`config.mk`:
```
export PLATFORM = sky130hd
export DESIGN_NAME = gray_converter_arbiter
export DESIGN_NICKNAME = d
export VERILOG_FILES = /design/src/rtl/gray_arb_pkg.sv /design/src/rtl/binary_to_gray_converter_n_bit.sv /design/src/rtl/gray_converter_arbiter.sv
export SDC_FILE = /design/constraint.sdc
export NUM_CORES = 1
export LEC_CHECK = 0
export CAP_MARGIN = 0
export CORE_MARGIN = 10
export CORE_UTILIZATION = 37
export DETAILED_ROUTE_END_ITERATION = 8
export PLACE_DENSITY = 0.78
export SYNTH_ARGS = -nofsm -noshare
export SYNTH_HDL_FRONTEND = slang
export SYNTH_SLANG_ARGS = --single-unit
```
`constraint.sdc`:
```
create_clock -name Clock_In -period 2.9 [get_ports Clock_In]
set_input_delay 0.58 -clock Clock_In [delete_from_list [all_inputs] [get_ports Clock_In]]
set_output_delay 0.58 -clock Clock_In [all_outputs]
set_load 0.02 [all_outputs]
```
`src/rtl/gray_arb_pkg.sv`:
```
// Shared types and helpers for the Gray-code conversion arbiter: width defaults,
// the binary-to-Gray function and the round-robin winner search.
package gray_arb_pkg;

  localparam int DEFAULT_DATA_WIDTH = 8;
  localparam int GRAY_MAX_WIDTH     = 64;
  localparam int RR_MAX_REQ         = 16;
  localparam int RR_IDX_W           = 4;

  // Zero-extended input keeps the MSB rule intact for any narrower width.
  function automatic logic [GRAY_MAX_WIDTH-1:0] bin_to_gray(input logic [GRAY_MAX_WIDTH-1:0] bin);
    return bin ^ (bin >> 1);
  endfunction

  function automatic logic [RR_IDX_W-1:0] rr_pick(input logic [RR_MAX_REQ-1:0] valid,
                                                  input logic [RR_IDX_W-1:0]   ptr,
                                                  input int                    num_req);
    logic [RR_IDX_W-1:0] pick;
    logic [RR_IDX_W-1:0] idx;
    logic                found;
    pick  = '0;
    found = 1'b0;
    for (int i = 0; i < RR_MAX_REQ; i++) begin
      idx = RR_IDX_W'((int'(ptr) + i) % num_req);
      if (!found && (i < num_req) && valid[idx]) begin
        pick  = idx;
        found = 1'b1;
      end
    end
    return pick;
  endfunction

endpackage

```
`src/rtl/binary_to_gray_converter_n_bit.sv`:
```
// Combinational N-bit binary-to-Gray converter.
module binary_to_gray_converter_n_bit
  import gray_arb_pkg::*;
#(
  parameter int DATA_WIDTH = DEFAULT_DATA_WIDTH
) (
  input  logic [DATA_WIDTH-1:0] bin,
  output logic [DATA_WIDTH-1:0] gray
);

  assign gray = DATA_WIDTH'(bin_to_gray(GRAY_MAX_WIDTH'(bin)));

endmodule

```
`src/rtl/gray_converter_arbiter.sv`:
```
// Round-robin arbiter feeding one shared binary-to-Gray converter and a single output register.
// Optional saturating stall counter port enabled by defining GRAY_ARB_STALL_CNT_EN.
module gray_converter_arbiter
  import gray_arb_pkg::*;
#(
  parameter int NUM_REQ    = 4,
  parameter int DATA_WIDTH = DEFAULT_DATA_WIDTH,
  parameter int ID_WIDTH   = $clog2(NUM_REQ)
) (
  input  logic                          Clock_In,
  input  logic                          Reset_In,
  input  logic                          Enable_In,
  input  logic [NUM_REQ-1:0]            Req_Valid_In,
  input  logic [NUM_REQ*DATA_WIDTH-1:0] Req_Data_In,
  output logic [NUM_REQ-1:0]            Req_Ready_Out,
  output logic                          Gray_Valid_Out,
  output logic [DATA_WIDTH-1:0]         Gray_Data_Out,
  output logic [ID_WIDTH-1:0]           Gray_Id_Out,
  input  logic                          Gray_Ready_In
`ifdef GRAY_ARB_STALL_CNT_EN
  ,
  output logic [15:0]                   Stall_Count_Out
`endif
);

  logic [ID_WIDTH-1:0]   ptr_q;
  logic [ID_WIDTH-1:0]   winner_p0;
  logic [ID_WIDTH-1:0]   ptr_next_p0;
  logic [DATA_WIDTH-1:0] win_data_p0;
  logic [DATA_WIDTH-1:0] gray_p0;
  logic                  free_p0;
  logic                  load_p0;

  logic                  vld_p1;
  logic [DATA_WIDTH-1:0] gray_data_p1;
  logic [ID_WIDTH-1:0]   gray_id_p1;

  // Stage p0: arbitration, winner mux and conversion
  assign free_p0     = !vld_p1 || Gray_Ready_In;
  assign load_p0     = Enable_In && free_p0 && (|Req_Valid_In) && !Reset_In;
  assign winner_p0   = ID_WIDTH'(rr_pick(RR_MAX_REQ'(Req_Valid_In), RR_IDX_W'(ptr_q), NUM_REQ));
  assign ptr_next_p0 = (winner_p0 == ID_WIDTH'(NUM_REQ - 1)) ? '0 : winner_p0 + 1'b1;

  always_comb begin
    win_data_p0 = '0;
    for (int i = 0; i < NUM_REQ; i++) begin
      if (winner_p0 == ID_WIDTH'(i)) win_data_p0 = Req_Data_In[i*DATA_WIDTH +: DATA_WIDTH];
    end
  end

  binary_to_gray_converter_n_bit #(
    .DATA_WIDTH(DATA_WIDTH)
  ) u_conv (
    .bin  (win_data_p0),
    .gray (gray_p0)
  );

  assign Req_Ready_Out = load_p0 ? (NUM_REQ'(1) << winner_p0) : '0;

  // Stage p1: output register; a load overrides the consume so back-to-back words have no bubble
  always_ff @(posedge Clock_In) begin
    if (Reset_In) begin
      vld_p1       <= 1'b0;
      gray_data_p1 <= '0;
      gray_id_p1   <= '0;
      ptr_q        <= '0;
    end else if (load_p0) begin
      vld_p1       <= 1'b1;
      gray_data_p1 <= gray_p0;
      gray_id_p1   <= winner_p0;
      ptr_q        <= ptr_next_p0;
    end else if (free_p0) begin
      vld_p1       <= 1'b0;
    end
  end

  assign Gray_Valid_Out = vld_p1;
  assign Gray_Data_Out  = gray_data_p1;
  assign Gray_Id_Out    = gray_id_p1;

`ifdef GRAY_ARB_STALL_CNT_EN
  logic [15:0] stall_cnt_q;

  always_ff @(posedge Clock_In) begin
    if (Reset_In) begin
      stall_cnt_q <= '0;
    end else if (vld_p1 && !Gray_Ready_In && (stall_cnt_q != 16'hFFFF)) begin
      stall_cnt_q <= stall_cnt_q + 16'd1;
    end
  end

  assign Stall_Count_Out = stall_cnt_q;
`endif

endmodule

```
# Word-level counts from Yosys, hierarchy flattened
# Cells that the tools add are included.
[totals]
ff_bits = 13
[classes]
n_addsub = 4
order_cmp = 4
n_eq_ne = 3
n_shift = 1
n_mux = 23
n_bitwise = 4
reduce_logical = 18
[ops]
columns = ["op", "n"]
rows = [
  ["two-way mux 8 bit", 4],
  ["< comparator 4 x 5 -> 1 bit, second input constant", 3],
  ["two-way mux 2 bit", 5],
  ["binary-select mux 1 bit (select 3 bit)", 3],
  ["two-way mux 1 bit", 9],
  ["bitwise XOR 8 x 7 -> 8 bit", 1],
  ["logical AND 1 bit", 6],
  ["OR reduction 2 bit", 3],
  ["logical NOT 1 bit", 5],
  ["< comparator 2 x 5 -> 1 bit, second input constant", 1],
  ["adder 2 x 1 -> 2 bit, second input constant", 2],
  ["adder 2 bit, second input constant", 2],
  ["== test 2 bit, second input constant", 2],
  ["two-way mux 4 bit", 1],
  ["OR reduction 4 bit", 1],
  ["left shift 1 x 2 -> 4 bit, first input constant", 1],
  ["AND 1 bit, first input constant", 3],
  ["binary-select mux 1 bit (select 2 bit)", 1],
  ["== test 2 x 1 -> 1 bit, second input constant", 1],
  ["logical NOT 2 bit", 1],
  ["nonzero test 2 bit", 1],
  ["logical OR 1 bit", 1],
]

# Logic depth before layout (Yosys ltp)
# Gate-level depths: netlist of the first run.
[depth]
ltp_word = 19
depth_mapped = 12

# Modules after synthesis
# Synthesis of the first run repeated with hierarchy kept, for this count alone.
[hier_totals]
hier_cells = 113
hier_area_um2 = 957.2
[by_module_without_submodules]
columns = ["mod", "n_inst", "cells_per_inst", "area_each_um2", "seq_area_each_um2"]
rows = [
  ["gray_converter_arbiter", 1, 105, 888.4, 260.2],
  ["binary_to_gray_converter_n_bit", 1, 8, 68.8, 0.0],
]

# Worst setup path after synthesis of the first run
# No wires, ideal clock.
[synth_timing]
path_kind = "in2out"
startpoint = "input Req_Valid_In[3]"
endpoint = "output Req_Ready_Out[3]"
arrival_ps = 2224
setup_slack_ps = 96
path_stages = 6
n_path_buf = 0
path_cell_list = "inv_1 > a221o_1 > a22oi_1 > ha_1 > inv_1 > nor3_1"
[synth_via]
elab_chain_cells = 14
[synth_lines]
columns = ["element", "line_no", "text"]
rows = [
  ["from (decl)", "gray_converter_arbiter.sv:13", "input logic [NUM_REQ-1:0] Req_Valid_In,"],
  ["binary-select mux 1 bit (select 2 bit)", "gray_arb_pkg.sv:25", "if (!found && (i < num_req) && valid[idx]) begin"],
  ["two-way mux 1 bit (implied by the code)", "gray_arb_pkg.sv:25", ""],
  ["two-way mux 1 bit", "gray_arb_pkg.sv:25", ""],
  ["logical NOT 1 bit", "gray_arb_pkg.sv:25", ""],
  ["logical AND 1 bit", "gray_arb_pkg.sv:25", ""],
  ["two-way mux 1 bit", "gray_arb_pkg.sv:25", ""],
  ["logical NOT 1 bit", "gray_arb_pkg.sv:25", ""],
  ["logical AND 1 bit", "gray_arb_pkg.sv:25", ""],
  ["two-way mux 1 bit", "gray_arb_pkg.sv:25", ""],
  ["logical NOT 1 bit", "gray_arb_pkg.sv:25", ""],
  ["logical AND 1 bit", "gray_arb_pkg.sv:25", ""],
  ["two-way mux 2 bit (*)", "gray_arb_pkg.sv:25", ""],
  ["via winner_p0[0]", "gray_converter_arbiter.sv:27", "logic [ID_WIDTH-1:0] winner_p0;"],
  ["left shift 1 x 2 -> 4 bit (*)", "gray_converter_arbiter.sv:58", "assign Req_Ready_Out = load_p0 ? (NUM_REQ'(1) << winner_p0) : '0;"],
  ["two-way mux 4 bit (*)", "gray_converter_arbiter.sv:58", ""],
  ["to (decl)", "gray_converter_arbiter.sv:15", "output logic [NUM_REQ-1:0] Req_Ready_Out,"],
]
# Mark *: on every way through the listed nets, which the timed path passes. The rest lies on a longest branch. The select of a mux whose other input is x is not followed.

# Worst setup path in the final report of the first run
[layout_timing]
startpoint = "input Req_Valid_In[2]"
endpoint = "output Req_Ready_Out[2]"
# Same word-level chain as after synthesis.

==> results of run 1 <==
[sequential cells by signal, indices dropped and copies added, names as in the netlist]
register,cells
Gray_Data_Out,8
Gray_Id_Out,2
ptr_q,2
Gray_Valid_Out,1
[worst reg2reg max path, delay by kind of cell (launching register included)]
family / cells / cell delay [ns]
AOI/OAI and AO/OA: 5 / 1.04
xor gates and xnor gates: 1 / 0.09
adders and majority gates: 1 / 0.18
buffers and inverters: 4 / 0.42
DFF: 1 / 0.33
and+or+nand+nor: 1 / 0.24
[metrics by stage]
step | hold slack (ns) | total power, mW | TNS [ns] | util | instance area [µm²]
finish | 0.494 | 0.684 | 0 | 0.694 | 1690
global route | 0.532 | 0.725 | 0 | 0.694 | 1690
CTS | 0.498 | 0.661 | 0 | 0.672 | 1630
floorplan | 0.478 | 0.402 | 0 | - | 925
detailed placement | 0.486 | 0.552 | -4.84 | 0.665 | 1620
global placement | 0.468 | 0.542 | -3.98 | 0.665 | 1620
[per-layer routing]
layer / wire (µm) / up-vias / track usage
met5: 0 / - / 0
met4: 15 / 0 / 0.0263
met3: 122 / 2 / 0.0395
met2: 2080 / 21 / 0.280
met1: 1200 / 492 / 0.106
li1: - / 531 / -
[synth_stat cells (all sizes together)]
cell    number  area (µm²)
xor2         1        8.76
inv          8        30.0
ha           4        50.1
or2b         1        8.76
mux2i        4        40.0
nor3b        2        15.0
a21o         1        7.51
a21oi        9        45.0
o22ai        8        50.1
nor3         1        5.00
dfxtp       13         260
a211oi       7        62.6
xnor2        6        52.6
and2         3        20.0
nand2        1        3.75
a221oi       1        26.3
nor4         1        12.5
buf          4        32.5
nor2b        1        13.8
a22oi        9        81.3
nand2b       2        12.5
a221o        2        20.0
nand3b       1        7.51
o21ai        2        10.0
nor2        12        45.0
clkbuf       1        3.75
[timing repair]
action	CTS	global route
buffers inserted	0	0
pin swaps	2	11
endpoints found under the setup margin	12	12
cloned	0	0
resized for setup	20	19
[area by class of cell]
cell class | instances | area (µm²) | share of cell area
clock buffer | 4 | 26.3 | 0.0156
timing repair buffer | 74 | 683 | 0.405
multi-input combinational | 79 | 651 | 0.385
sequential | 13 | 260 | 0.154
inverter | 8 | 30.0 | 0.0178
tap | 30 | 37.5 | 0.0222
[power by group through the flow]
stage	clock, mW	combinational, mW	sequential (mW)
after floorplan	0	0.177	0.225
after global placement	0	0.334	0.208
after detailed placement	0	0.343	0.209
after CTS	0.113	0.342	0.205
after global routing	0.121	0.397	0.208
final	0.111	0.368	0.205
[layout by cell type, fill, tap and decap left out, types with 2 or more instances in the layout]
| master | instances |
|---|---|
| a211oi_1 | 5 |
| a211oi_2 | 2 |
| a21oi_1 | 2 |
| a21oi_2 | 7 |
| a221o_1 | 2 |
| a22oi_1 | 7 |
| and2_1 | 2 |
| buf_2 | 2 |
| buf_4 | 20 |
| buf_6 | 2 |
| clkbuf_4 | 3 |
| clkdlybuf4s50_1 | 47 |
| dfxtp_1 | 13 |
| dlygate4sd2_1 | 2 |
| ha_1 | 2 |
| ha_2 | 2 |
| inv_1 | 7 |
| mux2i_1 | 4 |
| nand2b_1 | 2 |
| nor2_1 | 12 |
| nor3b_1 | 2 |
| o22ai_1 | 7 |
| xnor2_1 | 5 |
[final timing paths]
path | endpoint | slack (ns) | cells past startpoint
setup / recovery | Req_Ready_Out[2] | 0.08 | 8
hold / removal | Gray_Id_Out[1] | 0.49 | 2
setup reg to reg | Gray_Data_Out[1] | 0.52 | 12
hold reg to reg | Gray_Id_Out[1] | 0.49 | 2
[cells by family after synthesis]
logic type / after synthesis
xor gates and xnor gates: 7
muxes: 4
buffers and inverters: 13
and+or+nand+nor: 25
DFF: 13
AOI/OAI and AO/OA: 39
adders and majority gates: 4
==> impl_metrics.toml, run 1 <==
[job]
maxCapViolations = 0

[clock_network]
cts.clk_slew.worst_paths_ns = 0.07
ctsHtreeMaxLevel = 1
cts_tree = "yes"
numCtsBuffers = 3
cts_root_buffer = "clkbuf_4"
clk_path_buf_depth = 2
clock-sinks = 13
cts_hold_buffers = 0
clkLatencyLatePin_ns = 0.28

[grt]
grt_max_degree = 21
first_global_vias = 1101
overflow = 0
antenna_found_initial = 0
grt_pass1_wl_mm = 5.13
grt.total_usage = 0.129

[power]
clkPwrFrac = 0.162
cellLeakagePower_nw = 0.684
swShare = 0.343
pwr-share-comb = 0.538
power.switching_mw = 0.235
irDropWorstVdd_mv = 0.380
sequentialPowerShare = 0.300
power_density_nw_per_um2 = 405
p_int_mw = 0.449

[synthesis]
ys_seq_area_frac = 0.281
synth_top_family_by_area = "compound AO/OA/AOI/OAI gates"
synth_fa_ha_area_frac = 0.0541
synth_mux_area_frac = 0.0433
netlist_instances = 105
synth_compound_gate_area_share = 0.327
synthSimpleGateAreaFrac = 0.156
synth_area_um2 = 925
syn_nets = 149
synth_cell_type_count = 30
synth.ff_latch_count = 13
avgSynthCellArea_um2 = 8.81
synth-xor-area-share = 0.0663
ys.warnings.count = 0

[detailed_routing]
postRouteAntennaNets = 0
drt-initial-drc-count = 78
routedWlPerCell_um = 16.4
drcViolationCount = 0
viasPerCell = 5.03
drtPass1Iterations = 4
drt-total-wl_mm = 3.42
vias = 1046

[final_layout]
stdcell_count = 208
fillers = 193
drive_gt1_frac = 0.270
nNetsFinal = 223
antenna_cells = 0
area_delta_synth_final_pct = 82.5

[sta]
finalCriticalPeriod_ns = 2.82
hold_viol = 0
finalCritPeriodShare = 0.972
finClkSkew_ns = 0.0129
worst_pin_slew_ns = 0.342
relSlewSlack = 0.771
rsz0062_at_grt = "false"
setup_ws_ns = 0.0817
fmax_mhz = 355
setup_viol = 0
drv_slew = 0

[floorplanning]
num_rows = 18
top_level_ports = 55
dieHeight_um = 70.0
coreArea_um2 = 2430
dieArea_um2 = 4900
die_w_um = 70.0
start_util = 0.380

[setup_path]
max_stage_delay_ns = 0.45
worstSetupPathType = "input port to output port"
timing.critical_path.from = "Req_Valid_In[2]"
path_max_fanout = 3
crit_required_ns = 2.32
cp-end-kind = "output port"
slowest_stage = "clkdlybuf4s50_1"
cp_common_cell = "buf_4"
critPathArrivalTime_ns = 2.24
critPathLaunchType = "input port"
crit_family = "buffers and inverters"
crit_buf_inv = 4
worstPathCellList = "clkdlybuf4s50_1 -> a221o_1 -> a22oi_2 -> buf_4 -> inv_1 -> ha_2 -> and2_1 -> buf_4"
reg2reg_from = "ptr_q[0]"

[hold_path]
hold_path.class = "flop to flop"
holdCritStartpoint = "Gray_Id_Out[1]"

[place]
place_inst = 204
pre_cts_ws_ns = -0.518
place_congestion = 0.750
place.port_buffers = 54
dp_hpwl_mm = 2.86

[run_status]
outcome = "finished clean"
Power figures use the tool's default switching activity.
==> run 2: changes to the inputs <==
Settings changed: SLEW_MARGIN set to 5.
==> results of run 2 <==
Final layout, timing and power as in run 1 (identical DEF).
==> run 3: changes to the inputs <==
Settings changed: CAP_MARGIN 0 to 10, SKIP_CTS_REPAIR_TIMING set to 1.
==> impl_metrics.toml, run 3 (synthesis gave the netlist of run 1 again) <==
[sta]
relSlewSlack = 0.771
worst_pin_slew_ns = 0.342
setup_tns_ns = 0
setup_viol = 0
rsz0062_at_grt = "false"
fmax_mhz = 390
finalCriticalPeriod_ns = 2.57
hold_ws_ns = 0.492
hold_viol = 0
drv_slew = 0
setup_ws_ns = 0.334
finClkSkew_ns = 0.0132
finalCritPeriodShare = 0.885

[grt]
grt.total_usage = 0.128
antenna_found_initial = 0
grt_max_degree = 21
overflow = 0
first_global_vias = 1107
grt_pass1_wl_mm = 5.11

[floorplanning]
dieArea_um2 = 4900
top_level_ports = 55
num_rows = 18
start_util = 0.380
coreArea_um2 = 2430
dieHeight_um = 70.0
die_w_um = 70.0

[setup_path]
max_stage_delay_ns = 0.38
r2r_cells = 12
cp-end-kind = "output port"
crit_buf_inv = 4
crit_family = "compound AO/OA/AOI/OAI gates"
worstPathCellList = "dlymetal6s2s_1 -> a221o_1 -> a22oi_2 -> buf_4 -> inv_1 -> ha_2 -> and2_1 -> buf_4"
slowest_stage = "a221o_1"
critPathArrivalTime_ns = 1.99
critPathLaunchType = "input port"
crit_required_ns = 2.32
worstReg2RegEnd = "Gray_Data_Out[3]"
cp_common_cell = "buf_4"
worstSetupPathType = "input port to output port"
r2r_setup_slack_ns = 0.47
path_max_fanout = 5
reg2reg_from = "ptr_q[0]"

[final_layout]
fin_area_um2 = 1710
largest_register_ffs = 8
drive_gt1_frac = 0.281
final_common_cell = "clkdlybuf4s50_1"
antenna_cells = 0
final_cell_mix = "clkdlybuf4s50_1 (46), buf_4 (20), dfxtp_1 (13)"
area_delta_synth_final_pct = 85.1
nNetsFinal = 223

[power]
cellLeakagePower_nw = 0.711
power_mw = 0.689
power_density_nw_per_um2 = 403
irDropWorstVdd_mv = 0.380

[place]
place_area_um2 = 1620
dp_hpwl_mm = 2.86
pre_cts_ws_ns = -0.518
place.port_buffers = 54
place_congestion = 0.750

[detailed_routing]
drcViolationCount = 0
viasPerCell = 5.15
drtPass1Iterations = 5
vias = 1072
drt-total-wl_mm = 3.52
drt-initial-drc-count = 87
postRouteAntennaNets = 0
routedWlPerCell_um = 16.9

[hold_path]
min_to = "Gray_Id_Out[1]"
hold_depth = 2
holdCritStartpoint = "Gray_Id_Out[1]"
hold_path.class = "flop to flop"

[clock_network]
cts.clk_slew.worst_paths_ns = 0.07
cts_tree = "yes"
ctsHtreeMaxLevel = 1
clock-sinks = 13
clkLatencyLatePin_ns = 0.28
cts_root_buffer = "clkbuf_4"
clk_path_buf_depth = 2
numCtsBuffers = 3

[run_status]
outcome = "finished clean"

[job]
maxCapViolations = 0
-- run 3: cell count changes in the layout (fill, tap and decap cells not counted), moves of 2 or more --
cell,before,now
o22ai_1,7,5
o22ai_2,1,3
dlygate4sd2_1,2,0
buf_2,2,0
clkbuf_2,0,2
dlymetal6s2s_1,1,4
-- run 3: worst max-delay path by stage --
stage,startpoint,end,slack [ns],depth (start not counted)
2_1_floorplan,Req_Valid_In[3],Req_Ready_Out[3],0.1,6
3_3_place_gp,Req_Valid_In[0],Req_Ready_Out[3],-0.46,7
3_5_place_dp,Req_Valid_In[0],Req_Ready_Out[0],-0.52,8
4_1_cts,Req_Valid_In[0],Req_Ready_Out[0],-0.53,8
5_1_grt,Req_Valid_In[3],Req_Ready_Out[0],0.24,9
6_report,Req_Valid_In[0],Req_Ready_Out[0],0.33,8
-- run 3: metrics by stage --
stage / cells / util
2_1_floorplan: 105 / -
3_3_place_gp: 204 / 0.665
3_5_place_dp: 204 / 0.665
4_1_cts: 208 / 0.675
5_1_grt: 208 / 0.704
6_report: 208 / 0.704
-- run 3: final cells by class --
type,count,area [µm²]
Clock buffer,4,26.3
Tap cell,30,37.5
Sequential cell,13,260
Timing Repair Buffer,74,693
Multi-Input combinational cell,79,664
Fill cell,189,721
Inverter,8,30.0
-- run 3: report_power, final --
part | switching [mW] | internal, mW
Combinational | 0.171 | 0.202
Sequential | 0.00993 | 0.195
Clock | 0.0577 | 0.0534
-- run 3: per-layer routing --
metal / track usage / wire length (µm) / part of all wire / up-vias
li1: - / - / - / 530
met1: 0.104 / 1190 / 0.34 / 509
met2: 0.280 / 2150 / 0.61 / 29
met3: 0.0395 / 159 / 0.045 / 4
met4: 0.0263 / 30 / 0.0085 / 0
met5: 0 / 0 / 0 / -
-- run 3: tightest hold or removal path, delay by kind of cell, from the launching register on --
kind             cells  cell delay [ns]
AND/OR/NAND/NOR      1             0.07
flip-flops           1             0.31
multiplexers         1             0.06
==> patch 1, RTL diff (settings of run 3) <==
The package constant `DEFAULT_DATA_WIDTH` goes from 8 to 10.
--- a/src/rtl/gray_arb_pkg.sv
+++ b/src/rtl/gray_arb_pkg.sv
@@ -2,7 +2,7 @@
 // the binary-to-Gray function and the round-robin winner search.
 package gray_arb_pkg;
 
-  localparam int DEFAULT_DATA_WIDTH = 8;
+  localparam int DEFAULT_DATA_WIDTH = 10;
   localparam int GRAY_MAX_WIDTH     = 64;
   localparam int RR_MAX_REQ         = 16;
   localparam int RR_IDX_W           = 4;
Interface: changed (resized Gray_Data_Out and Req_Data_In); port bits go from 55 to 65. No check against the original RTL was run, so the function may have changed too.
==> patch 1 against run 3 <==
Sequential cell count grew 2; area after synthesis increased by 14%; sequential power grew 15%; largest power group unchanged; routed wire length rose by 9.9%; final area is 16% higher; maximum frequency down 9.5%; critical endpoint is now Req_Ready_Out[2]; worst setup slack worse by 0.27 ns; total power up 16%.
==> patch 1: results (changes against run 3) <==
status finished, final reports clean; Synth cell types 32 (+6.7%); vias in the first global route 1269 (+15%); Total Routing Usage GR 13.0% (+0.22 points); Design Area, Final 1990 sq um (+16%); CP max FO 3 (-2); FF+latch count 15 (+2); Clock buf/inv share 1.38% (-0.15 points); #MultiIn Comb 91 (+15%); max FFs per register 10 (+2); placed cell area 1910 sq um (+18%); clk_skew 0.00115 ns (-0.0120 ns); DR iter-0 viols 38 (-56%); Post-Synth XOR/XNOR Area 7.45% (+0.82 points); CP arrival 2.25 ns (+0.26 ns); first-pass GRT wire length 5790 um (+13%); Total Nets Final 263 (+18%); final-layout fill cell count 218 (+15%); Worst-path clk slew 0.09 ns (+0.02 ns); largest net degree at the start of global routing 20 (-4.8%); proportion of layout cells with a drive suffix above 1 30.5% (+2.4 points); Max VDD drop 0.000386 V (+1.6%); LEAKAGE 0.000812 uW (+14%); Syn Area/Cell 8.82 sq um (+0.17%); Non-clock buffering overhead 42.9% (+2.4 points); final WL 3870 um (+9.9%); Post-Synthesis Net Count 172 (+15%)
patch 1: per-layer routing:
layer  track usage (%)  routed length, um  vias to the layer above
li1                  -                  -                      627
met1              14.9               1470                      566
met2              22.4               2020                       46
met3              3.50                323                        4
met4              4.97                 51                        0
met5                 0                  0                        -
patch 1: power by group:
| part | switching [uW] | internal, uW | total [uW] |
|---|---|---|---|
| Combinational | 203 | 237 | 440 |
| Clock | 72.4 | 51.4 | 124 |
| Sequential | 10.6 | 225 | 236 |
patch 1: final timing paths:
kind / startpoint / to / slack (ns)
setup / recovery: Req_Valid_In[2] / Req_Ready_Out[2] / 0.07
hold / removal: Gray_Id_Out[1] / Gray_Id_Out[1] / 0.50
setup reg to reg: ptr_q[1] / Gray_Data_Out[1] / 0.39
hold reg to reg: Gray_Id_Out[1] / Gray_Id_Out[1] / 0.50
patch 1: critical path: stages:
cell and delay (ns):
clkdlybuf4s50_1 0.46, a221o_1 0.34, a22oi_2 0.18, buf_4 0.15
inv_1 0.06, ha_2 0.19, and2_1 0.14, buf_4 0.15
==> patch 2, RTL diff (settings of run 3) <==
Without the edit above. Build with the macro `GRAY_ARB_STALL_CNT_EN` defined.
--- a/src/rtl/gray_converter_arbiter.sv
+++ b/src/rtl/gray_converter_arbiter.sv
@@ -1,5 +1,7 @@
 // Round-robin arbiter feeding one shared binary-to-Gray converter and a single output register.
 // Optional saturating stall counter port enabled by defining GRAY_ARB_STALL_CNT_EN.
+`define GRAY_ARB_STALL_CNT_EN
+
 module gray_converter_arbiter
   import gray_arb_pkg::*;
 #(
Formal check against the unedited RTL (old outputs only; new: Stall_Count_Out): equivalent (Yosys induction, for registers that start in step).
==> patch 2 against run 3 <==
Final area grew 57%; area after synthesis grew 86%; worst hold slack got worse by 0.039 ns; sequential power up 110%; register-to-register slack worse by 0.02 ns; cell count increased by 63%; critical path type unchanged; sequential cell count increased by 16; core utilization fell by 10 points; global-route usage is 0.49 points lower; worst setup slack worse by 0.23 ns; routed wire length grew 40%; total power rose by 58%.
==> patch 2: results (changes against run 3) <==
clk root buf clkbuf_8; clk_skew 0.00219 ns (-0.0110 ns); Max VDD drop 0.000187 V (-51%); vias in the first global route 1683 (+52%); H-tree Lvls 2 (+1); CP max FO 4 (-1); PD cells 406 nW/um^2 (+0.81%); placed cell area 2550 sq um (+58%); Avg WL per Cell 14.6 um (-14%); DR iter-0 viols 76 (-13%); pre-CTS setup slack -0.348 ns (+0.171 ns); Total Nets Final 331 (+48%); Met1 Wirelength 2010 um (+70%); CTS buffer count 5 (+2); Critical Path Max Stage Delay 0.52 ns (+0.14 ns); status finished, final reports clean; worst reg2reg setup slack 0.45 ns (-0.02 ns); Synth top cells by count dfxtp_1, nor2_1, a21oi_1; HP Start Gray_Data_Out[7]; Initial DRT Pass Iterations 4 (-1); LEAKAGE 0.00102 uW (+44%); WL met3 520 um (+230%); Port Buffers 70 (+30%); first-pass GRT wire length 7730 um (+51%); Post-Synthesis Net Count 249 (+67%); GPL Wtd Cong 0.780 (+4.1%); Area contributors post-synth dfxtp_1, nor2_1, xnor2_1; Crit path max-delay family buffers and inverters; hold path endpoint Gray_Data_Out[7]
-- patch 2: changes by cell type after synthesis, moves of 3 or more --
| cell | delta |
|---|---|
| or3_1 | +3 |
| dfxtp_1 | +16 |
| nor2_1 | +16 |
| nand3_1 | +8 |
| xor2_1 | +4 |
| nand2_1 | +10 |
| clkbuf_1 | +3 |
| a21oi_1 | +7 |
| nor3_1 | +3 |
| xnor2_1 | +6 |
| o21ai_0 | +4 |
-- patch 2: cells by family after synthesis --
group,share of synthesized area (%)
DFF,33.7
AOI/OAI and AO/OA,22.0
adders and majority gates,3.63
and+or+nand+nor,25.5
buffers and inverters,4.72
xor gates and xnor gates,8.65
muxes,1.74
-- patch 2: final cells by class --
type                       count  share of cell area [%]
clock buffer                   8                    2.98
inverter                       8                    1.12
multi-input combinational    158                    41.4
sequential                    29                    21.6
tap                           52                    2.42
timing repair buffer          84                    30.5
-- patch 2: per-stage QoR --
step / TNS [ns] / power [uW] / instances
after floorplan: 0 / 629 / 204
after global placement: -2.42 / 765 / 331
after detailed placement: -3.31 / 768 / 331
after CTS: -1.31 / 1090 / 339
after global routing: 0 / 1150 / 339
final: 0 / 1090 / 339
-- patch 2: worst max-delay path by stage --
stage	endpoint	slack (ns)	cells past startpoint
2_1_floorplan	Gray_Data_Out[1]	0.40	9
3_3_place_gp	Req_Ready_Out[2]	-0.28	8
3_5_place_dp	Req_Ready_Out[2]	-0.35	8
4_1_cts	Req_Ready_Out[2]	-0.36	8
5_1_grt	Req_Ready_Out[3]	0.007	9
6_report	Req_Ready_Out[2]	0.10	8
-- patch 2: routing by layer --
metal / vias up / GRT usage [%]
met3: 6 / 6.07
met1: 769 / 13.3
met2: 52 / 20.4
li1: 898 / -
met5: - / 0
met4: 0 / 4.85
